<file path="config.mk">
export PLATFORM = sky130hd
export DESIGN_NAME = cacheline_adapter
export DESIGN_NICKNAME = d
export VERILOG_FILES = /design/src/rtl/cacheline_adapter.sv
export SDC_FILE = /design/constraint.sdc
export NUM_CORES = 1
export LEC_CHECK = 0
export CAP_MARGIN = 20
export CORE_AREA = 2 2 276 278
export DETAILED_ROUTE_END_ITERATION = 8
export DIE_AREA = 0 0 278 280
export SLEW_MARGIN = 40
export SYNTH_ARGS = -nofsm -noshare
export SYNTH_HDL_FRONTEND = slang
export SYNTH_SLANG_ARGS = --single-unit
export TNS_END_PERCENT = 1
</file>
<file path="constraint.sdc">
create_clock -name clk -period 6.7 [get_ports clk]
set_input_delay 0.67 -clock clk [delete_from_list [all_inputs] [get_ports clk]]
set_output_delay 0.67 -clock clk [all_outputs]
set_load 0.005 [all_outputs]
</file>
<file path="src/rtl/cacheline_adapter.sv">
// Cache-line to memory-burst adapter: splits a 256-bit line transaction into
// 64-bit beats for the memory bus and reassembles read beats into a line.
module cacheline_adapter #(
   parameter int s_line  = 256,
   parameter int s_burst = 64
) (
   input  logic               clk,
   input  logic               rst,
   input  logic [s_line-1:0]  line_i,
   output logic [s_line-1:0]  line_o,
   input  logic [31:0]        address_i,
   input  logic               read_i,
   input  logic               write_i,
   output logic               resp_o,
   input  logic [s_burst-1:0] burst_i,
   output logic [s_burst-1:0] burst_o,
   output logic [31:0]        address_o,
   output logic               read_o,
   output logic               write_o,
   input  logic               resp_i
);

   localparam int num_beats = s_line / s_burst;
   localparam int s_beat    = $clog2(num_beats);
   localparam logic [31:0]       line_mask = ~32'(s_line / 8 - 1);
   localparam logic [s_beat-1:0] last_cnt  = s_beat'(num_beats - 1);

   typedef enum logic [1:0] {IDLE, READ, WRITE, DONE} state_t;

   state_t            state, state_next;
   logic [s_beat-1:0] cnt;
   logic [s_line-1:0] line_buf;
   logic [31:0]       addr_q;
   logic              load_wr, load_rd, beat_en;

   // NOTE: sequential state uses non-blocking assignments so every register
   // samples pre-edge values, independent of process ordering.
   always_ff @(posedge clk) begin
      if (rst) state <= IDLE;
      else     state <= state_next;
   end

   // NOTE: every output of this block gets a default first so no path leaves
   // a signal unassigned, which would infer a latch.
   always_comb begin
      state_next = state;
      load_wr    = 1'b0;
      load_rd    = 1'b0;
      beat_en    = 1'b0;
      read_o     = 1'b0;
      write_o    = 1'b0;
      resp_o     = 1'b0;
      unique case (state)
         IDLE: begin
            // A simultaneous read and write is serviced as a write.
            if (write_i) begin
               load_wr    = 1'b1;
               state_next = WRITE;
            end else if (read_i) begin
               load_rd    = 1'b1;
               state_next = READ;
            end
         end
         READ: begin
            read_o = 1'b1;
            if (resp_i) begin
               beat_en = 1'b1;
               if (cnt == last_cnt) state_next = DONE;
            end
         end
         WRITE: begin
            write_o = 1'b1;
            if (resp_i) begin
               beat_en = 1'b1;
               if (cnt == last_cnt) state_next = DONE;
            end
         end
         DONE: begin
            resp_o     = 1'b1;
            state_next = IDLE;
         end
         default: state_next = IDLE;
      endcase
   end

   // NOTE: the line buffer is a plain register, not RAM, so it is reset; a
   // reset mid-burst must discard any partially assembled line.
   always_ff @(posedge clk) begin
      if (rst) begin
         cnt      <= '0;
         line_buf <= '0;
         addr_q   <= '0;
      end else if (load_wr) begin
         cnt      <= '0;
         line_buf <= line_i;
         addr_q   <= address_i & line_mask;
      end else if (load_rd) begin
         cnt      <= '0;
         addr_q   <= address_i & line_mask;
      end else if (beat_en) begin
         // Counter wraps to zero on the final beat.
         cnt <= cnt + 1'b1;
         if (read_o) line_buf[s_burst*cnt +: s_burst] <= burst_i;
      end
   end

   assign line_o    = line_buf;
   assign address_o = addr_q;
   assign burst_o   = line_buf[s_burst*cnt +: s_burst];

endmodule

</file>
==> results_dict.tcl <==
set metrics [dict create \
    ant_nets 0 \
    rows 101 \
    rsz0062_at_grt "false" \
    io_buffers 701 \
    finalCriticalPeriod_ps 3950 \
    ff2ff_setup_slack_ps 3120 \
    synth_cells 1761 \
    period_share_pct 58.9 \
    reg2reg_from "cnt[0]$_SDFFE_PP0P_" \
    leakagePower_nw 8.16 \
    globalplace.congestion 0.922 \
    timing.fmax_mhz 253 \
    power_density_mw_per_mm2 363 \
    drive_above_1_share_pct 15.7 \
    cp_max_fo 48 \
    finalSetupTns_ps 0 \
    yosys_most_used_dff "dfxtp_1" \
    critPathKind "flip-flop to primary output" \
    status "complete, no violations" \
    die-area_mm2 0.0778 \
    vias 18500 \
    cts_resized 0 \
    antenna_found_initial 5 \
    post_cts_buffers 0 \
    wl_per_cell_um 26.0 \
    final_nets 2655 \
    hold_class "flip-flop to flip-flop" \
    netlist_area_mm2 0.0172 \
    reg2reg_depth 6 \
    post-route-drc-count 0 \
    hold_violations 0 \
    cts_hold_buf 0 \
    grt_max_degree 169 \
    cts_buffer_depth 3 \
    crit_start "cnt[0]$_SDFFE_PP0P_" \
    final_core_util_pct 34.2 \
    end_kind "primary output" \
    die_w_um 278 \
    worst-endpoint-required_ps 6030 \
    crit_chain "buf_4 > mux4_2 > clkdlybuf4s50_1" \
    cts_sinks 287 \
    start_util_pct 22.9 \
    synth_edf_count 0 \
    crit_path_max_incr_delay_ps 810 \
    drt_iter0_markers 1818 \
    ys_types 43 \
    dp.final_hpwl_mm 56.0 \
    gr-total-overflow 0 \
    root_buffer "clkbuf_16" \
    area_delta_synth_final_pct 49.7 \
    slowest_stage "dfxtp_4" \
    htree_num_levels 2 \
    timing.slew.headroom_pct 35.3 \
    max-cap-violations 0 \
    ys_warn_count 0 \
    grt_pass1_vias 19100 \
    synth_area_per_cell_um2 9.76 \
    clk_pin_slew_ps 60 \
    maxSlewViolCount 0 \
    synthArstFlopShare_pct 0 \
    ys_seq_area_share_pct 33.4 \
    finalSetupViolations 0 \
    cp-endpoint "burst_o[41]" \
    grt_usage_pct 20.7 \
    ios 712 \
    r2r_end "line_o[31]$_SDFFE_PP0P_" \
    vdd_drop_max_uv 291 \
    arrival_ps 3280 \
    yosys_register_bits 287 \
    crit_path_start_kind "flip-flop" \
    cts_tree "built" \
    clk-insertion-delay-late_ps 550 \
    die_h_um 280 \
    grt_pass1_wl_mm 125 \
    wl_mm 85.6 \
    cts_buffers 37 \
    drtPass1Iterations 5 \
    core_mm2 0.0752 \
    via_per_inst 5.63 \
    worst_pin_slew_ps 971 \
    skew_ps 24.2 \
]
per-layer routing:
layer	share of wire [%]	global-route usage [%]
met3	9.1	5.01
met2	48	34.7
met5	0.026	0
met4	3.7	9.18
met1	39	25.1
final cells by class:
cell class / instances / area (um2)
inverters: 262 / 986
well taps: 978 / 1220
clock inverters: 10 / 113
repair buffers: 735 / 7430
clock buffers: 54 / 1100
flip-flops and latches: 287 / 5750
diodes: 3 / 7.51
multi-input cells: 964 / 9120
fillers: 7502 / 49500
power by group:
part / total, mW / switching [mW] / internal [mW]
clock network: 2.04 / 0.828 / 1.22
logic: 4.58 / 2.34 / 2.24
registers: 2.72 / 0.512 / 2.21
total: 9.35 / 3.68 / 5.67
stage by stage:
| stage | power [mW] | hold slack, ps | area [um2] | instances | setup slack [ps] |
|---|---|---|---|---|---|
| detailed placement | 7.27 | 450 | 24500 | 3224 | 3090 |
| CTS | 9.35 | 458 | 25700 | 3288 | 2710 |
| global route | 9.77 | 478 | 25700 | 3293 | 2610 |
| floorplan | 5.02 | 453 | 17200 | 1765 | 4350 |
| global placement | 7.20 | 449 | 24400 | 3222 | 3170 |
| finish | 9.35 | 458 | 25700 | 3293 | 2750 |
synth_stat cells (all sizes together), types with 2 or more instances:
| cell | instances | area, um2 |
|---|---|---|
| dfxtp | 287 | 5750 |
| and2 | 2 | 12.5 |
| mux4 | 64 | 1440 |
| a31oi | 4 | 85.1 |
| o21ai | 2 | 13.8 |
| buf | 155 | 1070 |
| nand3 | 129 | 646 |
| ha | 11 | 138 |
| a221oi | 256 | 3260 |
| clkbuf | 97 | 364 |
| nor3 | 2 | 10.0 |
| a21oi | 30 | 150 |
| and4bb | 2 | 25.0 |
| o32ai | 128 | 1300 |
| nand4 | 130 | 820 |
| o22ai | 128 | 801 |
| inv | 262 | 983 |
| nand2 | 58 | 223 |
cell families (layout without fill, tap and decap cells):
group | Yosys count | count (layout) | share of synthesized area [%]
and+or+nand+nor | 329 | 329 | 10.3
xor gates and xnor gates | 1 | 1 | 0.0510
adders and majority gates | 11 | 11 | 0.801
DFF | 287 | 287 | 33.4
AOI/OAI and AO/OA | 553 | 553 | 32.9
other | 1 | 8 | 0.0218
buffers and inverters | 514 | 1061 | 14.1
muxes | 65 | 65 | 8.44
worst max-delay path: cells and delay by family, from the launching register on:
kind	cells	cell delay, ps
multiplexers	1	600
buffers and inverters	2	1200
flip-flops	1	810
layout by cell type, fill, tap and decap left out, types with 39 or more instances in the layout:
| cell | count |
|---|---|
| a221oi_1 | 94 |
| nand3_1 | 128 |
| o22ai_1 | 128 |
| clkbuf_16 | 39 |
| inv_1 | 260 |
| mux4_2 | 64 |
| clkdlybuf4s50_1 | 700 |
| o32ai_1 | 104 |
| nand4_1 | 129 |
| a221oi_2 | 162 |
| dfxtp_1 | 285 |
| nand2_1 | 56 |
worst min path at each step:
stage                                     from                    endpoint  slack [ps]  cells past startpoint
global placement    address_o[13]$_SDFFE_PP0P_  address_o[13]$_SDFFE_PP0P_         450                      2
CTS                 address_o[12]$_SDFFE_PP0P_  address_o[12]$_SDFFE_PP0P_         460                      2
finish              address_o[12]$_SDFFE_PP0P_  address_o[12]$_SDFFE_PP0P_         460                      2
floorplan           address_o[10]$_SDFFE_PP0P_  address_o[10]$_SDFFE_PP0P_         450                      2
detailed placement  address_o[12]$_SDFFE_PP0P_  address_o[12]$_SDFFE_PP0P_         450                      2
global route        address_o[31]$_SDFFE_PP0P_  address_o[31]$_SDFFE_PP0P_         480                      2
state kept, by name (all words and copies together) (netlist names):
register,flops
line_o,256
cnt,2
state,2
address_o,27
Power figures use the tool's default switching activity.
